### src/rtl/boot_seq_pkg.sv
// Shared types and defaults for the boot stage sequencer.
// No logic, no latency, no flow control.
// Holds the FSM state enum, the default opcodes and the stage-width helper.
package boot_seq_pkg;

    typedef enum logic {
        RUN  = 1'b0,
        RSTP = 1'b1
    } state_t;

    localparam logic [5:0] HALT_OPC_DEF = 6'b011000;
    localparam logic [5:0] CK_BASE_DEF  = 6'b011101;

    // Index width for n stages; a single-stage index still needs one bit.
    function automatic int clog2_min1(input int n);
        int r;
        r = 0;
        for (int i = 0; i < 32; i++) begin
            if ((1 << r) < n) r = r + 1;
        end
        return (r < 1) ? 1 : r;
    endfunction

endpackage

### src/rtl/boot_pulse_timer.sv
// Loadable down-counter used for the CPU reset pulse and the boot watchdog.
// Latency: done/busy reflect the count register, one cycle after load.
// No backpressure: load overrides counting, and counting stops at zero.
module boot_pulse_timer #(
    parameter int           W       = 3,
    parameter logic [W-1:0] RST_VAL = '0
) (
    input  logic         clk,
    input  logic         reset_n,
    input  logic         load,
    input  logic [W-1:0] load_val,
    input  logic         en,
    output logic         done,
    output logic         busy
);

    logic [W-1:0] cnt;

    always_ff @(posedge clk or negedge reset_n) begin
        if (!reset_n) begin
            cnt <= RST_VAL;
        end else if (load) begin
            cnt <= load_val;
        end else if (en && (cnt != '0)) begin
            cnt <= cnt - 1'b1;
        end
    end

    assign done = (cnt == '0);
    assign busy = !done;

endmodule

### src/rtl/boot_stage_sequencer.sv
// Boot instruction-source sequencer: muxes src[stage] to the CPU, decodes HALT/check opcodes, and pulses cpu_reset.
// Latency: instr_out is combinational; stage, flags and cpu_reset update one edge after the decoding edge.
// No backpressure. The optional watchdog is compiled in with BOOT_WATCHDOG_EN.
module boot_stage_sequencer
    import boot_seq_pkg::*;
#(
    parameter int               DATA_W     = 32,
    parameter int               OPC_W      = 6,
    parameter int               NUM_STAGES = 2,
    parameter int               NUM_CK     = 3,
    parameter logic [OPC_W-1:0] HALT_OPC   = OPC_W'(HALT_OPC_DEF),
    parameter logic [OPC_W-1:0] CK_BASE    = OPC_W'(CK_BASE_DEF),
    parameter int               RST_CYCLES = 4,
    parameter int               WDT_CYCLES = 1 << 20
) (
    input  logic                                 clk,
    input  logic                                 reset_n,
    input  logic [NUM_STAGES*DATA_W-1:0]         src_instr,
    input  logic                                 reboot,
    output logic [DATA_W-1:0]                    instr_out,
    output logic [clog2_min1(NUM_STAGES)-1:0]    stage,
    output logic                                 is_boot,
    output logic [NUM_CK-1:0]                    ck_flags,
    output logic                                 cpu_reset,
    output logic                                 stage_adv,
    output logic                                 wdt_fired
);

    localparam int SW = clog2_min1(NUM_STAGES);
    localparam int RW = $clog2(RST_CYCLES + 1);

    state_t            state, state_nx;
    logic [SW-1:0]     stage_nx;
    logic [NUM_CK-1:0] ck_nx;
    logic              cpu_reset_nx;
    logic              adv_nx;
    logic              p_load, p_done, p_busy;
    logic              wdt_trip;
    logic              reboot_any;

    logic [OPC_W-1:0]  opc;
    logic [OPC_W:0]    ck_diff;
    logic              ck_hit, halt_hit;

    assign instr_out = src_instr[stage*DATA_W +: DATA_W];
    assign is_boot   = (stage != SW'(NUM_STAGES - 1));
    assign opc       = instr_out[DATA_W-1 -: OPC_W];
    // A one-bit-wider difference makes opcodes below CK_BASE wrap far above NUM_CK.
    assign ck_diff   = {1'b0, opc} - {1'b0, CK_BASE};
    assign ck_hit    = (ck_diff < (OPC_W+1)'(NUM_CK));
    assign halt_hit  = (opc == HALT_OPC);
    assign reboot_any = reboot | wdt_trip;

    always_comb begin
        state_nx     = state;
        stage_nx     = stage;
        ck_nx        = '0;
        cpu_reset_nx = cpu_reset;
        adv_nx       = 1'b0;
        p_load       = 1'b0;
        if (reboot_any) begin
            state_nx     = RSTP;
            stage_nx     = '0;
            cpu_reset_nx = 1'b1;
            p_load       = 1'b1;
            adv_nx       = (stage != '0);
        end else begin
            case (state)
                RUN: begin
                    if (is_boot) begin
                        if (halt_hit) begin
                            state_nx     = RSTP;
                            stage_nx     = stage + 1'b1;
                            cpu_reset_nx = 1'b1;
                            adv_nx       = 1'b1;
                            p_load       = 1'b1;
                        end else if (ck_hit) begin
                            ck_nx = NUM_CK'(1) << ck_diff;
                        end
                    end
                end
                RSTP: begin
                    if (p_done) begin
                        state_nx     = RUN;
                        cpu_reset_nx = 1'b0;
                    end
                end
                default: state_nx = RUN;
            endcase
        end
    end

    always_ff @(posedge clk or negedge reset_n) begin
        if (!reset_n) begin
            state     <= RUN;
            stage     <= '0;
            ck_flags  <= '0;
            cpu_reset <= 1'b0;
            stage_adv <= 1'b0;
        end else begin
            state     <= state_nx;
            stage     <= stage_nx;
            ck_flags  <= ck_nx;
            cpu_reset <= cpu_reset_nx;
            stage_adv <= adv_nx;
        end
    end

    // Loaded with RST_CYCLES-1 so cpu_reset stays high for exactly RST_CYCLES edges.
    boot_pulse_timer #(
        .W       (RW),
        .RST_VAL ('0)
    ) u_pulse (
        .clk      (clk),
        .reset_n  (reset_n),
        .load     (p_load),
        .load_val (RW'(RST_CYCLES - 1)),
        .en       ((state == RSTP) && p_busy),
        .done     (p_done),
        .busy     (p_busy)
    );

`ifdef BOOT_WATCHDOG_EN
    localparam int WW = $clog2(WDT_CYCLES + 1);

    logic w_done, w_busy, w_run, wdt_q;

    // Counts down from WDT_CYCLES-1; every stage change or reboot reloads it.
    assign w_run    = (state == RUN) && is_boot;
    assign wdt_trip = w_run && w_done;

    boot_pulse_timer #(
        .W       (WW),
        .RST_VAL (WW'(WDT_CYCLES - 1))
    ) u_wdt (
        .clk      (clk),
        .reset_n  (reset_n),
        .load     (p_load),
        .load_val (WW'(WDT_CYCLES - 1)),
        .en       (w_run && w_busy),
        .done     (w_done),
        .busy     (w_busy)
    );

    always_ff @(posedge clk or negedge reset_n) begin
        if (!reset_n) begin
            wdt_q <= 1'b0;
        end else if (wdt_trip && !reboot) begin
            wdt_q <= 1'b1;
        end
    end

    assign wdt_fired = wdt_q;
`else
    assign wdt_trip  = 1'b0;
    assign wdt_fired = 1'b0;
`endif

endmodule

### config.mk
export PLATFORM = sky130hd
export DESIGN_NAME = boot_stage_sequencer
export DESIGN_NICKNAME = d
export VERILOG_FILES = /design/src/rtl/boot_seq_pkg.sv /design/src/rtl/boot_pulse_timer.sv /design/src/rtl/boot_stage_sequencer.sv
export SDC_FILE = /design/constraint.sdc
export NUM_CORES = 1
export LEC_CHECK = 0
export ABC_CLOCK_PERIOD_IN_PS = 3000
export BUFFER_PORTS_ARGS = -buffer_cell sky130_fd_sc_hd__buf_4
export CAP_MARGIN = 20
export CORE_ASPECT_RATIO = 1.1
export CORE_MARGIN = 4
export CORE_UTILIZATION = 36
export CTS_BUF_LIST = sky130_fd_sc_hd__clkbuf_2 sky130_fd_sc_hd__clkbuf_4 sky130_fd_sc_hd__clkbuf_8
export DETAILED_ROUTE_END_ITERATION = 16
export GPL_TIMING_DRIVEN = 1
export MAX_ROUTING_LAYER = met4
export PLACE_DENSITY = 0.83
export SYNTH_ARGS = -nofsm -noshare
export SYNTH_HDL_FRONTEND = slang
export SYNTH_SLANG_ARGS = --single-unit
### constraint.sdc
create_clock -name clk -period 3 [get_ports clk]
set_clock_uncertainty 0.15 [all_clocks]
set_input_delay 0.6 -clock clk [delete_from_list [all_inputs] [get_ports clk]]
set_output_delay 0.6 -clock clk [all_outputs]
set_load 0.01 [all_outputs]
[Word level (Yosys, flattened, before mapping)]
Cells that the tools add are included.
Word-level totals
  flip-flop bits (word level): 10
  input bits: 67
  word-level logic and storage cells: 50
Operators by class
  add/subtract/negate cells: 3
  $lt $le $gt $ge: 1
  equal/unequal tests: 5
  shifts and indexed selects: 2
  mux-type cells: 24
  bitwise logic cells: 2
  reduce and logical (&&, ||, !) cells: 7
Operators with widths (count)
  $shiftx A64 B7 Y32: 1
  $mux W3: 7
  $mux W1: 15
  $lt A7 B2 Y1 const B: 1
  $shl A1 B7 Y3 const A: 1
  $sub A6 B5 Y7 const B: 1
  $eq A6 B5 Y1 const B: 1
  $ne A3 B3 Y1 const B: 2
  $pmux W1 S2: 2
  $logic_not A3 Y1: 1
  $ne A3 B2 Y1 const B: 1
  $reduce_and A3 Y1: 1
  $reduce_bool A3 Y1: 1
  $sub A3 B1 Y3 const B: 1
  $logic_and A1 B1 Y1: 2
  $ne A2 B2 Y1 const B: 1
  $not A1 Y1: 2
  $reduce_bool A2 Y1: 1
  $add A1 B1 Y1 const B: 1
  $logic_not A1 Y1: 1

[Longest topological paths before layout]
Gate-level depths: netlist of run 1.
  depth in word-level cells: 8
  gate-level depth with buffers: 9
  mapped depth without buffers: 7

[Hierarchy]
A second synthesis of run 1 with hierarchy kept.
Second synthesis, totals
  cell total of the unflattened synthesis: 111
  area, all modules: 1068.5 um^2
By module, submodules not included
  boot_stage_sequencer: instances 1, cells each 88, area each 868.3 um^2
  boot_pulse_timer: instances 1, cells each 23, area each 200.2 um^2

[Worst setup path after synthesis of run 1]
Ideal clock, no wire load.
  kind: reg-to-reg
  start: register stage
  end: register u_pulse.cnt[2]
  setup time: 0.119 ns
  data arrival time: 2.336 ns
  data required time: 2.731 ns
  setup slack: 0.395 ns
  cell stages (with the launch flop): 10
  path buffers: 3
  period minus slack after synthesis: 2.605 ns
  cells stage by stage: dfrtp_1 > buf_6 > buf_2 > buf_1 > mux2i_1 > ha_1 > inv_1 > nor4_1 > a21oi_1 > nor2b_1
On the way
  word-level cells in the longest chain between the ends: 7
Ends and longest elaborated chain
  start, declared: RTL line boot_stage_sequencer.sv:21  | output logic [clog2_min1(NUM_STAGES)-1:0] stage,
  start signal, assigned: RTL line boot_stage_sequencer.sv:102  | stage <= stage_nx;
  $shiftx A64 B7 Y32: RTL line boot_stage_sequencer.sv:45  | assign instr_out = src_instr[stage*DATA_W +: DATA_W];
  $eq A6 B5 Y1: RTL line boot_stage_sequencer.sv:51  | assign halt_hit = (opc == HALT_OPC);
  $mux W1: RTL line boot_stage_sequencer.sv:71  | if (halt_hit) begin
  $mux W1 *: RTL line boot_stage_sequencer.sv:70  | if (is_boot) begin
  $mux W1 *: RTL line boot_stage_sequencer.sv:68  | case (state)
  $mux W1 *: RTL line boot_stage_sequencer.sv:61  | if (reboot_any) begin
  $mux W3 or $reduce_bool A2 Y1 (tied branches)
  end signal, assigned: RTL line boot_pulse_timer.sv:23  | cnt <= load_val;
  end signal, assigned: RTL line boot_pulse_timer.sv:25  | cnt <= cnt - 1'b1;
  end, declared: RTL line boot_pulse_timer.sv:17  | logic [W-1:0] cnt;
Every way passes the cells marked *; elsewhere a longest branch is shown, timed or not.
A chain may end at the register's enable or synchronous reset.

[Worst setup path in the final report of run 1]
  start: register stage
  end: output port instr_out[30]
On the way
  word-level cells in the longest chain between the ends: 1
Ends and longest elaborated chain
  $shiftx A64 B7 Y32: RTL line boot_stage_sequencer.sv:45
  end, declared: RTL line boot_stage_sequencer.sv:20  | output logic [DATA_W-1:0] instr_out,
Every way passes these cells.

==> metrics.md, run 1 <==
| Metric | Value |
|---|---|
| Root Driver | `clkbuf_4` |
| Startpoint types | `flop` |
| Net count reported at finish | `285` |
| Depth of the CTS H-tree | `1` |
| RD Place Congestion | `0.8446` |
| CP Depth | `3` |
| N_diodes | `0` |
| CTS Buf Count | `3` |
| Post-CTS Setup Inserts | `0` |
| #FFs+latches synth | `10` |
| CP startpoint | `stage` |
| Drt wl/cell | `16.41 um` |
| Largest net degree at the start of global routing | `39` |
| Initial Utilization | `38.82%` |
| Sequential-to-total area share from yosys stat | `24.88%` |
| Share of the synthesized area in the top cell type | `25.75%` |
| Post-Syn Nets | `179` |
| Min cycle time layout | `2.628 ns` |
| Reg2Reg Setup Slack | `0.52 ns` |
| Layout cells sized above 1 | `55.14%` |
| CTS tree | `done` |
| Reg2reg start | `stage` |
| Crit-path max FO | `38` |
| Die area | `3705 um^2` |
| Synth cell types | `35` |
| Clk slew on worst S/H paths | `0.07 ns` |
| CP max stage delay | `0.59 ns` |
| Post-CTS sizing | `0` |
| Global-route wire length before repair | `5.837 mm` |
| Detail Placement HPWL | `3.456 mm` |
| Die Height | `63.44 um` |
| Crit end category | `output port` |
| Critical path endpoint | `instr_out[30]` |
| Clk_lat worst skew | `0.27 ns` |
| Largest cells by area after synthesis | `mux2_1 (26%), dfrtp_1 (25%), mux2_2 (5.6%)` |
| Commonest non-fill, non-tap cell in the layout | `buf_4` |
| Worst reg2reg endpoint | `u_pulse.cnt[2]` |
| DRT antenna net count | `0` |
| Max-cap viol count | `0` |
| Synthesized area per cell | `9.229 um^2` |
| Vias in the first global route | `1165` |
| Pre-CTS setup slack | `0.4931 ns` |
| Most frequent cells in the layout | `buf_4 (106), mux2_1 (23), nand2_1 (11)` |
| CP Class | `reg -> out` |
| PwrDens | `290.4 nW/um^2` |
| Worst vdd ir | `0.3067 mV` |
| Port bufs | `105` |
| Clock Tree Buf Depth | `2` |
| CP bufs+invs | `2` |
| Pre-Repair DR Iteration Count | `4` |
| Row count | `19` |
| Final Hold Vio Count | `0` |
| Yosys Warn Count | `0` |
| Area grow syn2layout | `83.83%` |
| Placed Area | `1803 um^2` |
| Worst-path cell chain | `buf_4 -> mux2_2 -> buf_4` |
| DRC | `0` |
| Drt first-iter violations | `40` |
| Crit share post-route | `87.59%` |
| Setup TNS | `0 ns` |
| Final Util | `71.37%` |
| # setup viols final | `0` |
| Most used cell along the critical path | `buf_4` |
| Via count | `1220` |
| Synthesized area | `1006 um^2` |
| Status | `complete, no violations` |
| Core area | `2591 um^2` |
| Reg2reg path depth | `7` |
| Vias per Instance | `4.980` |
| Ports | `107` |
| Synth Instances | `109` |
| Unrepaired setup endpoints after global routing | `false` |
| Arrival time worst endpoint | `1.88 ns` |
| Dominant cell type by area after synthesis | `mux2_1` |
| Hold Path Class | `reg -> reg` |
| Slew Limit Fails | `0` |
| Fmax | `0.3806 GHz` |
| Slowest cell on the critical path | `dfrtp_1` |
| Die width | `58.40 um` |
| Critical path's top delay family | `buffers and inverters` |
| Remaining global-route overflow | `0` |
| Num Clock Sinks | `10` |
| Initial antenna violation count | `0` |
| Static Leak | `0.9594 nW` |
| Overall power | `0.5371 mW` |
| WL final | `4.021 mm` |
| Setup ws final | `0.3724 ns` |
| Critical Path RT | `2.25 ns` |
| GRT Resource Usage Total | `20.71%` |
| Cell area after layout | `1849 um^2` |
[routing by layer]
| layer | track usage (%) | share of wire, % |
|---|---|---|
| met1 | 20.63 | 35 |
| met2 | 38.69 | 53 |
| met3 | 5.510 | 10 |
| met4 | 5.217 | 1.1 |
| met5 | - | 0 |
[cell type report]
cell class / instances / area (um^2)
Multi-Input combinational cell: 84 / 684.4
Fill cell: 222 / 742.0
Sequential cell: 10 / 250.2
Clock buffer: 4 / 36.28
Tap cell: 31 / 38.79
Timing Repair Buffer: 107 / 805.8
Inverter: 9 / 33.78
[stage by stage]
| stage | cells | hold slack [ns] |
|---|---|---|
| after detailed placement | 240 | 0.2848 |
| after global routing | 245 | 0.3918 |
| after floorplan | 109 | 0.1544 |
| after CTS | 245 | 0.3769 |
| final | 245 | 0.3747 |
| after global placement | 240 | 0.2807 |
[where the power goes]
group / switching, mW / internal (mW) / leakage [nW]
Sequential: 0.0157 / 0.157 / 0.123
Clock: 0.0455 / 0.0736 / 0.0210
Combinational: 0.104 / 0.142 / 0.815
Total: 0.165 / 0.372 / 0.959
[what timing repair did]
item	CTS	global route
endpoints found under the setup margin	0	0
hold buffers	1	0
endpoints found under the hold margin	10	0
[worst min-delay path, cell delays in order (launching register included)]
cell      delay (ns)
dfrtp_1         0.35
nand2_1         0.06
o211ai_1        0.08
[logic make-up after synthesis]
| logic type | count (synthesis) | synth area share, % |
|---|---|---|
| and+or+nand+nor | 34 | 18.28 |
| muxes | 32 | 35.32 |
| buffers and inverters | 15 | 7.089 |
| AOI/OAI and AO/OA | 13 | 9.453 |
| DFF | 10 | 24.88 |
| adders and majority gates | 3 | 3.732 |
| other | 1 | 0.3728 |
| xor gates and xnor gates | 1 | 0.8708 |
[synth_stat cells, drive strengths merged]
| library cell | number |
|---|---|
| and4 | 1 |
| ha | 3 |
| buf | 6 |
| a2111oi | 1 |
| or3b | 1 |
| nand2 | 11 |
| conb | 1 |
| nor4 | 2 |
| dfrtp | 10 |
| nand4b | 1 |
| nor3 | 1 |
| o2111ai | 2 |
| and3 | 1 |
| and2b | 1 |
| mux2 | 28 |
| and3b | 1 |
| xnor2 | 1 |
| o211ai | 1 |
| nor2b | 1 |
| o2bb2ai | 1 |
| nand2b | 3 |
| a21oi | 3 |
| a211oi | 1 |
| mux2i | 4 |
| a22o | 1 |
| nand3b | 3 |
| nor2 | 6 |
| nand3 | 1 |
| o21ai | 3 |
| inv | 9 |
[worst min path at each step]
stage,startpoint,endpoint,depth (start not counted),slack (ns)
after detailed placement,reset_n,u_pulse.cnt[2],1,0.28
after global placement,reset_n,u_pulse.cnt[1],1,0.28
final,u_pulse.cnt[1],u_pulse.cnt[1],2,0.37
after CTS,u_pulse.cnt[1],u_pulse.cnt[1],2,0.38
after global routing,reboot,stage,2,0.39
after floorplan,reset_n,ck_flags[0],0,0.15
[sequential cells by signal, summed over array words and instances (netlist names)]
register	cells
ck_flags	3
u_pulse.cnt	3
state	1
stage	1
stage_adv	1
cpu_reset	1
Note: power is estimated with default switching activity, not from simulation.
==> run 2, diff against run 1 <==
==> constraint.sdc (replaced) <==
create_clock -name clk -period 3 [get_ports clk]
set_clock_uncertainty 0.15 [all_clocks]
set_input_delay 0.3 -clock clk [delete_from_list [all_inputs] [get_ports clk]]
set_output_delay 0.3 -clock clk [all_outputs]
set_load 0.01 [all_outputs]
==> run 2 against run 1 <==
Against the previous run: fmax increased by 3.4%; final cell count did not move; core utilization is the same; global-route usage increased by 1.0 points; register-to-register slack worse by 0.06 ns; flip-flop and latch count is the same; power up 0.99%; routed wire length increased by 0.57%; die area did not move; critical endpoint is now u_pulse.cnt[2]; highest routed layer unchanged.
==> metrics.md, run 2 (synthesized netlist as in run 1, its figures left out) <==
| Metric | Value |
|---|---|
| Status | `complete, no violations` |
| Placed Area | `1803 um^2 (unchanged)` |
| Crit share post-route | `84.71% (-2.9 points)` |
| N_diodes | `0 (unchanged)` |
| Unrepaired setup endpoints after global routing | `false` |
| Post-CTS Setup Inserts | `0 (unchanged)` |
| Biggest regs | `ck_flags: 3 flops, u_pulse.cnt: 3 flops` |
| RD Place Congestion | `0.8487 (+0.49%)` |
| WL final | `4.044 mm (+0.57%)` |
| Drt first-iter violations | `60 (+50%)` |
| Max-cap viol count | `0 (unchanged)` |
| Net count reported at finish | `285 (unchanged)` |
| Slowest cell on the critical path | `dfrtp_1` |
| Row count | `19 (unchanged)` |
| Detail Placement HPWL | `3.411 mm (-1.3%)` |
| Static Leak | `0.9594 nW (unchanged)` |
| Final Hold Vio Count | `0 (unchanged)` |
| Vias in the first global route | `1242 (+6.6%)` |
| Die width | `58.40 um (unchanged)` |
| Setup TNS | `0 ns (unchanged)` |
| Arrival time worst endpoint | `2.54 ns (+0.66 ns)` |
| Root Driver | `clkbuf_4` |
| Commonest non-fill, non-tap cell in the layout | `buf_4` |
| # setup viols final | `0 (unchanged)` |
| Vias per Instance | `5.008 (+0.57%)` |
| Clk slew on worst S/H paths | `0.06 ns (about the same)` |
| Hold Path Class | `in -> reg` |
| Most frequent cells in the layout | `buf_4 (106), mux2_1 (23), nand2_1 (11)` |
| Fmax | `0.3935 GHz (+3.4%)` |
| Critical Path RT | `3.00 ns (+0.75 ns)` |
| DRT antenna net count | `0 (unchanged)` |
| CP max stage delay | `0.64 ns (+0.05 ns)` |
| Ports | `107 (unchanged)` |
| Largest net degree at the start of global routing | `38 (-2.6%)` |
| Via count | `1227 (+0.57%)` |
| Layout cells sized above 1 | `55.14% (unchanged)` |
| Die area | `3705 um^2 (unchanged)` |
| Global-route wire length before repair | `6.106 mm (+4.6%)` |
| DRC | `0 (unchanged)` |
| Port bufs | `105 (unchanged)` |
| CTS tree | `done` |
| Die Height | `63.44 um (unchanged)` |
| Cell area after layout | `1849 um^2 (unchanged)` |
| Most used cell along the critical path | `a21oi_1` |
| CP Class | `reg -> reg` |
| Core area | `2591 um^2 (unchanged)` |
| Initial Utilization | `38.82% (unchanged)` |
| GRT Resource Usage Total | `21.76% (+1.0 points)` |
| Depth of the CTS H-tree | `1 (unchanged)` |
| Pre-Repair DR Iteration Count | `4 (unchanged)` |
| Worst vdd ir | `0.3172 mV (+3.4%)` |
| PwrDens | `293.3 nW/um^2 (+0.99%)` |
| Area grow syn2layout | `83.83% (unchanged)` |
| Slew Limit Fails | `0 (unchanged)` |
| Clk_lat worst skew | `0.26 ns (about the same)` |
| Clock Tree Buf Depth | `2 (unchanged)` |
| Drt wl/cell | `16.51 um (+0.57%)` |
| Worst-path cell chain | `and2b_2 -> a21oi_1 -> ha_1 -> inv_1 -> nor4_1 -> a21oi_1 -> nor2b_1` |
| Reg2Reg Setup Slack | `0.46 ns (-0.06 ns)` |
| Min cycle time layout | `2.541 ns (-0.08614 ns)` |
| Crit-path max FO | `12 (-68%)` |
| CTS Buf Count | `3 (unchanged)` |
| Crit end category | `flop` |
| Remaining global-route overflow | `0 (unchanged)` |
| Initial antenna violation count | `0 (unchanged)` |
| Startpoint types | `flop` |
| Num Clock Sinks | `10 (unchanged)` |
[run 2: cell counts in the layout (fill, tap and decap cells not counted)]
Identical to the previous run, type by type.
[run 2: final timing paths]
check,startpoint,endpoint,depth (start not counted)
setup / recovery,stage,u_pulse.cnt[2],7
hold reg to reg,u_pulse.cnt[1],u_pulse.cnt[1],2
hold / removal,reboot,stage,2
setup reg to reg,stage,u_pulse.cnt[2],7
min in group asynchronous,reset_n,u_pulse.cnt[1],2
max in group asynchronous,reset_n,stage,2
[run 2: layer usage]
metal  routed length (um)  global-route usage (%)  vias up  share of wire, %
met2                 2094                   38.97       58                52
li1                     -                       -      598                 -
met4                   52                   5.507        0               1.3
met3                  398                   4.694        6               9.8
met5                    0                       -        -                 0
met1                 1499                   23.82      565                37
[run 2: worst max-delay path: cells and delay by family, from the launching register on]
| family | cells | cell delay (ns) |
|---|---|---|
| compound gates | 2 | 0.37 |
| fa+ha+maj | 1 | 0.25 |
| buf+inv | 1 | 0.10 |
| flops | 1 | 0.64 |
| simple gates | 3 | 0.92 |
[run 2: through the flow]
| step | std cells | total power [mW] | setup slack (ns) | util (%) | hold slack (ns) |
|---|---|---|---|---|---|
| finish | 245 | 0.5425 | 0.4586 | 71.37 | 0.1140 |
| floorplan | 109 | 0.2848 | 0.3952 | - | -0.1456 |
| global route | 245 | 0.5813 | 0.2548 | 71.37 | 0.1083 |
| CTS | 245 | 0.5474 | 0.4685 | 71.37 | 0.1046 |
| global placement | 240 | 0.4095 | 0.5903 | 69.58 | -0.01901 |
| detailed placement | 240 | 0.4223 | 0.4799 | 69.58 | -0.01674 |
[run 2: repair_timing]
item | CTS | global route
gates resized for setup | 0 | 0
endpoints found under the hold margin | 10 | 0
endpoints found under the setup margin | 0 | 0
hold buffers | 1 | 0
[run 2: power breakdown]
part           internal (mW)  switching, mW  total [mW]
Combinational          0.142          0.107       0.250
Sequential             0.157         0.0173       0.174
Clock                 0.0736         0.0454       0.119
Total                  0.372          0.170       0.542
[run 2: final cells by class]
cell class	instances	area, um^2
Multi-Input combinational cell	84	684.4
Tap cell	31	38.79
Fill cell	217	742.0
Timing Repair Buffer	107	805.8
Clock buffer	4	36.28
Sequential cell	10	250.2
Inverter	9	33.78
